<file path="src/rtl/pipe_hazard_ctrl.sv">
// Stall/flush sequencer for the 5-stage pipeline: load-use, multi-cycle divide,
// fetch/data memory wait and exception/ERET redirect, plus a stall-cycle counter.
module pipe_hazard_ctrl #(
  parameter int CNT_W = 32
) (
  input  logic             clk_i,
  input  logic             rst_i,
  input  logic             id_load_use_i,
  input  logic             ex_is_div_i,
  input  logic             div_done_i,
  input  logic             if_busy_i,
  input  logic             mem_busy_i,
  input  logic             exc_valid_i,
  output logic [4:0]       stall_o,
  output logic [4:0]       flush_o,
  output logic             redirect_o,
  output logic             div_start_o,
  output logic             div_cancel_o,
  output logic [CNT_W-1:0] stall_cnt_o
);

  typedef enum logic [1:0] {
    RUN      = 2'd0,
    DIV_BUSY = 2'd1,
    DIV_HOLD = 2'd2,
    EXC_WAIT = 2'd3
  } state_t;

  state_t           r_state;
  state_t           w_nextState;
  logic [CNT_W-1:0] r_stallCnt;
  logic [4:0]       w_stall;
  logic [4:0]       w_flush;
  logic             w_redirect;
  logic             w_divStart;
  logic             w_divCancel;
  logic             w_divStall;
  logic             w_excActive;

  always_ff @(posedge clk_i or negedge rst_i) begin
    if (!rst_i) begin
      r_state <= RUN;
    end else begin
      r_state <= w_nextState;
    end
  end

  // Divide sequencing first, then the exception path overrides it; the
  // stall/flush outputs come from the single highest-priority hazard.
  always_comb begin
    w_nextState = r_state;
    w_stall     = 5'b00000;
    w_flush     = 5'b00000;
    w_redirect  = 1'b0;
    w_divStart  = 1'b0;
    w_divCancel = 1'b0;
    w_divStall  = 1'b0;
    w_excActive = exc_valid_i || (r_state == EXC_WAIT);

    case (r_state)
      RUN: begin
        if (ex_is_div_i) begin
          w_divStart  = 1'b1;
          w_divStall  = 1'b1;
          w_nextState = DIV_BUSY;
        end
      end
      DIV_BUSY: begin
        if (!div_done_i) begin
          w_divStall = 1'b1;
        end else if (mem_busy_i) begin
          // EX is frozen on completion; park so the same divide is not re-issued
          w_nextState = DIV_HOLD;
        end else begin
          w_nextState = RUN;
        end
      end
      DIV_HOLD: begin
        if (!mem_busy_i) begin
          w_nextState = RUN;
        end
      end
      default: ;
    endcase

    if (w_excActive) begin
      w_divStart  = 1'b0;
      w_divStall  = 1'b0;
      w_divCancel = exc_valid_i && ((r_state == DIV_BUSY) || (r_state == DIV_HOLD));
      w_flush     = 5'b11110;
      if (if_busy_i) begin
        w_stall     = 5'b00001;
        w_nextState = EXC_WAIT;
      end else begin
        w_redirect  = 1'b1;
        w_nextState = RUN;
      end
    end else if (mem_busy_i) begin
      w_stall = 5'b01111;
      w_flush = 5'b10000;
    end else if (w_divStall) begin
      w_stall = 5'b00111;
      w_flush = 5'b01000;
    end else if (if_busy_i) begin
      w_stall = 5'b00001;
      w_flush = 5'b00010;
    end else if (id_load_use_i) begin
      w_stall = 5'b00011;
      w_flush = 5'b00100;
    end
  end

  // Saturating count of cycles in which the PC is held
  always_ff @(posedge clk_i or negedge rst_i) begin
    if (!rst_i) begin
      r_stallCnt <= '0;
    end else if (w_stall[0] && (r_stallCnt != {CNT_W{1'b1}})) begin
      r_stallCnt <= r_stallCnt + CNT_W'(1);
    end
  end

  assign stall_o      = rst_i ? w_stall     : 5'b00000;
  assign flush_o      = rst_i ? w_flush     : 5'b00000;
  assign redirect_o   = rst_i ? w_redirect  : 1'b0;
  assign div_start_o  = rst_i ? w_divStart  : 1'b0;
  assign div_cancel_o = rst_i ? w_divCancel : 1'b0;
  assign stall_cnt_o  = rst_i ? r_stallCnt  : '0;

endmodule

</file>
<file path="config.mk">
export PLATFORM = sky130hd
export DESIGN_NAME = pipe_hazard_ctrl
export DESIGN_NICKNAME = d
export VERILOG_FILES = /design/src/rtl/pipe_hazard_ctrl.sv
export SDC_FILE = /design/constraint.sdc
export NUM_CORES = 1
export LEC_CHECK = 0
export CORE_ASPECT_RATIO = 0.6
export CORE_MARGIN = 2
export CORE_UTILIZATION = 40
export CTS_BUF_LIST = sky130_fd_sc_hd__clkbuf_4
export DETAILED_ROUTE_END_ITERATION = 7
export PLACE_DENSITY = 0.69
export SKIP_LAST_GASP = 1
export SLEW_MARGIN = 25
export SYNTH_ARGS = -nofsm -noshare
export SYNTH_HDL_FRONTEND = slang
export SYNTH_SLANG_ARGS = --single-unit
</file>
<file path="constraint.sdc">
create_clock -name clk_i -period 2.3 [get_ports clk_i]
set_input_delay 0.46 -clock clk_i [delete_from_list [all_inputs] [get_ports clk_i]]
set_output_delay 0.46 -clock clk_i [all_outputs]
set_load 0.01 [all_outputs]
</file>
Word level (Yosys, flattened, before mapping)
Cells that the tools add are included.

Register bits after elaboration: 34. Word-level logic and storage cells: 49.

Add/subtract/negate cells: 1. Equal/unequal tests: 7. Multiplexer cells: 32. Reduce and logical (&&, ||, !) cells: 7.

Operators by type and width (count): 32-bit by 1-bit adder with 32-bit output (second input constant) (1); 32-bit 2-to-1 mux (1); 32-bit inequality test (second input constant) (1); 5-bit 2-to-1 mux (5); 2-bit 2-to-1 mux (8); 1-bit 2-to-1 mux (11); 3-bit 2-to-1 mux (3); 3-bit inequality test (second input constant) (3); 4-bit 2-to-1 mux (2); 2-bit case mux with 3 select lines (1); 2-bit equality test (second input constant) (2); 4-bit AND reduction (1); 4-bit nonzero test (1); 2-bit by 1-bit equality test with 1-bit output (second input constant) (1); 1-bit logical AND (2); 2-bit logical NOT (1); 1-bit logical OR (2); 1-bit case mux with 2 select lines (1).

Depth between registers and ports, before layout
Word-level depth: 6. Mapped depth: 8. Depth with buffers taken out: 7.

Least setup slack after synthesis
Ideal clock, no wire load.

Kind: flip-flop to flip-flop. Start point: reg r_state[0]. End point: reg r_stallCnt[3]. Library setup time: 0.124 ns. Arrival time: 1.901 ns. Slack: 0.274 ns. Stages on the path, launching flop included: 8. Path buffers: 0. Period minus slack after synthesis: 2.026 ns. Cell sequence: dfrtp_1 -> inv_1 -> ha_1 -> nand2_1 -> a21oi_2 -> o21ai_2 -> or4b_4 -> xnor2_2.

Cells in the longest elaborated chain, start to end: 6. Elaborated cells on any way between the ends: 9. Those cells by class: eq/ne (2); mux (4); reduce/logical (3).

RTL lines: from (decl) (RTL line 29) `state_t r_state;`; from (signal assigned) (RTL line 44) `r_state <= w_nextState;`; 2-bit by 1-bit equality test with 1-bit output / 2-bit logical NOT (equally long branches) (RTL line 60) `case (r_state)`; 1-bit case mux with 2 select lines (RTL line 60); 3-bit 2-to-1 mux (RTL line 101) `end else if (w_divStall) begin`; 4-bit 2-to-1 mux (RTL line 98) `end else if (mem_busy_i) begin`; 5-bit 2-to-1 mux * (RTL line 86) `if (w_excActive) begin`; 1-bit logical AND * (RTL line 117) `end else if (w_stall[0] && (r_stallCnt != {CNT_W{1'b1}})) begin`; to (signal assigned) (RTL line 118) `r_stallCnt <= r_stallCnt + CNT_W'(1);`; to (decl) (RTL line 31) `logic [CNT_W-1:0] r_stallCnt;`.

Every way passes the cells marked *; elsewhere a longest branch is shown, timed or not. A chain may end at the register's enable or synchronous reset.

Worst setup path in the final report
Start point: reg r_state[1]. End point: out stall_o[0].

Cells in the longest elaborated chain, start to end: 6. Elaborated cells on any way between the ends: 9. Those cells by class: eq/ne (2); mux (5); reduce/logical (2).

RTL lines: 2-bit by 1-bit equality test with 1-bit output / 2-bit logical NOT (equally long branches) (RTL line 60); 1-bit case mux with 2 select lines (RTL line 60); 3-bit 2-to-1 mux (RTL line 101); 4-bit 2-to-1 mux (RTL line 98); 5-bit 2-to-1 mux * (RTL line 86); 5-bit 2-to-1 mux * (RTL line 122) `assign stall_o = rst_i ? w_stall : 5'b00000;`; to (decl) (RTL line 14) `output logic [4:0] stall_o,`.

Marked as above.

==> metrics.cfg <==
[hold_path]
worst_hold_path_type = in2async

[pwr]
powerDensity_nw_per_um2 = 715
cellLeakagePower_nw = 1.32
max-vdd-ir-drop_mv = 0.381

[floorplan]
core_region_area_um2 = 5540
height_of_the_die_um = 62.4
floorplan.rows = 21
floorplan_die_area_um2 = 6330
die-width_um = 101
floorplan.initialDensity_pct = 41.1
floorplan.io_pins = 53

[logic_synthesis]
synth_sequential_area_ratio_pct = 37.4
yosysTopAreaCell = dfrtp_1
yosys_register_bits = 34
ys_async_sr_fraction_pct = 100
ys_types = 47
yosysWarnings = 0
synthFlopType = dfrtp_1
post_synth_inst_count = 237
synth_area_per_cell_um2 = 9.60
netlist_top_cells_area = dfrtp_1 (37%), and2_1 (9.1%), xnor2_1 (8.9%)
mappedNetlistArea_um2 = 2280
yosysTopAreaCellShare_pct = 37.4
synth_edf_count = 0

[critical_path]
crit_start = r_state[1]$_DFFE_PN0P_
worst_path_largest_cell_delay_ns = 0.40
worst_ep_required_time_ns = 1.84
cp_common_cell = buf_6
regToRegStartpoint = r_state[1]$_DFFE_PN0P_
cp.arrival_ns = 1.84
critPathMaxFanout = 4
worstSetupPathType = reg2out
crit_path_end_kind = output pin
critical_path.cell_chain = inv_2 > ha_4 > nand2_4 > a21oi_4 > buf_6 > o21a_4 > and2_4 > buf_6
worstSetupStartpointType = register
slowest_stage = dfrtp_1

[placement]
buffer_ports.inserted = 50
place_hpwl_um = 4060
gp_congestion = 0.826
place_inst = 382

[sta]
report.final.hold_viol_count = 0
fin_skew_ns = 0.00913
min_period_ns = 2.30
setup_violations = 1
timing.final.crit_share_pct = 100
clock.fmax_mhz = 435
setup-tns-final_ns = -0.000884
worst_slack_ns = -0.000884
grt_setup_unrepaired = yes
slew_viol_final = 0

[final_layout]
layoutNonFillerInstCount = 397
layout.cells.most_common = clkdlybuf4s50_1
nets = 330
n_fill_cell = 501
synthToLayoutAreaGrowth_pct = 40.9
drive_gt1_share_pct = 27.4
final_cell_mix = clkdlybuf4s50_1 (39), dfrtp_1 (33), and2_1 (32), buf_4 (27), xnor2_1 (23)
antenna_cells = 0

[global_route]
first_global_vias = 1989
grt_remaining_overflow = 0
grt_antenna_before_repair = 0
grt_start_max_net_pins = 41
grt_first_pass_wirelength_um = 9790
grtUsageTotal_pct = 19.4

[clock_tree]
clock_insertion_delay_worst_skew_ns = 0.34
h-tree-depth = 2
path_clk_slew_ns = 0.11
tritoncts = yes
cts.sinks = 34
max-clock-path-buffers = 2
clockRootBuffer = clkbuf_4
tritoncts.num_buffers = 5

[route]
avg_wl_per_cell_um = 14.4
drcViolationCount = 0
routed_wl_um = 5730
ant_nets = 0
detail_route.vias_per_cell = 5.14
routed-via-count = 2039
drt_first_iter_violations = 111
drt_pass1_iterations = 4

[run_status]
outcome = finished with violations
failed_checks = setup timing

[run]
drv_cap = 0

[synth_stat cells, drive strengths merged, types with 2 or more instances]
library cell  number
o31a               2
nor4b              2
a21oi              2
nand3             21
clkbuf             4
buf                7
and3               9
and2              34
ha                 6
nor3               6
nand2             17
a21boi             3
dfrtp             34
mux2               3
nand2b             3
inv                6
nor2               9
xnor2             24
nor4              10
and4               2
xor2               7
nand4             13
[per-stage QoR]
stage	total power, mW	setup WS [ns]	cell area (µm²)	hold slack [ns]	util [%]
2_1_floorplan	1.24	0.274	2280	0.164	-
3_3_place_gp	1.60	-0.332	2990	0.447	54.0
3_5_place_dp	1.62	-0.352	2990	0.448	54.0
4_1_cts	2.22	-0.150	3150	0.0686	56.9
5_1_grt	2.44	-0.0904	3210	0.0706	57.8
6_report	2.29	-0.000884	3210	0.0865	57.8
[critical path, delay by kind of cell, from the launching register on]
kind	cells	cell delay, ns
AO/OA/AOI/OAI	2	0.34
adder cells (fa/ha/maj)	1	0.19
buffers and inverters	3	0.36
flip-flops	1	0.40
AND/OR/NAND/NOR	2	0.21
[path summary, 6_finish.rpt]
| path | to | slack [ns] | cells after the start |
|---|---|---|---|
| min in group clk_i | r_stallCnt[28]$_DFFE_PN0P_ | 0.51 | 1 |
| hold / removal | r_stallCnt[25]$_DFFE_PN0P_ | 0.09 | 2 |
| setup reg to reg | r_stallCnt[3]$_DFFE_PN0P_ | 0.17 | 9 |
| max in group asynchronous | r_stallCnt[5]$_DFFE_PN0P_ | 1.91 | 2 |
| setup / recovery | stall_o[0] | -0.0009 | 8 |
| hold reg to reg | r_stallCnt[28]$_DFFE_PN0P_ | 0.51 | 1 |
[logic make-up after synthesis]
family / after synthesis / share of synthesized area [%]
compound gates: 12 / 4.29
xor+xnor: 31 / 12.3
fa+ha+maj: 6 / 3.30
buf+inv: 17 / 4.62
flops: 34 / 37.4
mux: 4 / 1.92
other cells: 1 / 0.165
simple gates: 132 / 36.1
[flip-flops by register name, summed over array words and instances, names as in the netlist]
signal and cells:
r_stallCnt 32, r_state 2
[routing by layer]
layer  GRT usage (%)  part of all wire, %  vias to the layer above
met3            4.25                  4.4                        9
met4            5.07                  1.1                        0
met2            27.6                   43                       54
met1            29.8                   52                      992
met5               0                    0                        -
li1                -                    -                      984
[where the power goes]
group	switching (mW)	leakage (nW)	internal (mW)	total, mW
combinational	0.468	0.840	0.574	1.04
sequential	0.111	0.431	0.683	0.794
clock	0.203	0.0463	0.254	0.457
[area by class of cell]
| class | instances | area (µm²) | area share, % |
|---|---|---|---|
| clock buffer | 7 | 52.6 | 1.64 |
| clock inverter | 1 | 30.0 | 0.936 |
| inverter | 6 | 22.5 | 0.702 |
| multi-input combinational | 187 | 1420 | 44.3 |
| sequential | 34 | 852 | 26.6 |
| tap | 80 | 100 | 3.12 |
| timing repair buffer | 82 | 728 | 22.7 |
[timing repair]
action,in CTS,in global routing
pin swaps,3,7
setup buffers,5,2
endpoints found under the hold margin,0,0
hold buffers,0,0
endpoints found under the setup margin,10,14
gates resized for setup,41,25
No activity file was read; power rests on OpenSTA's default activity.
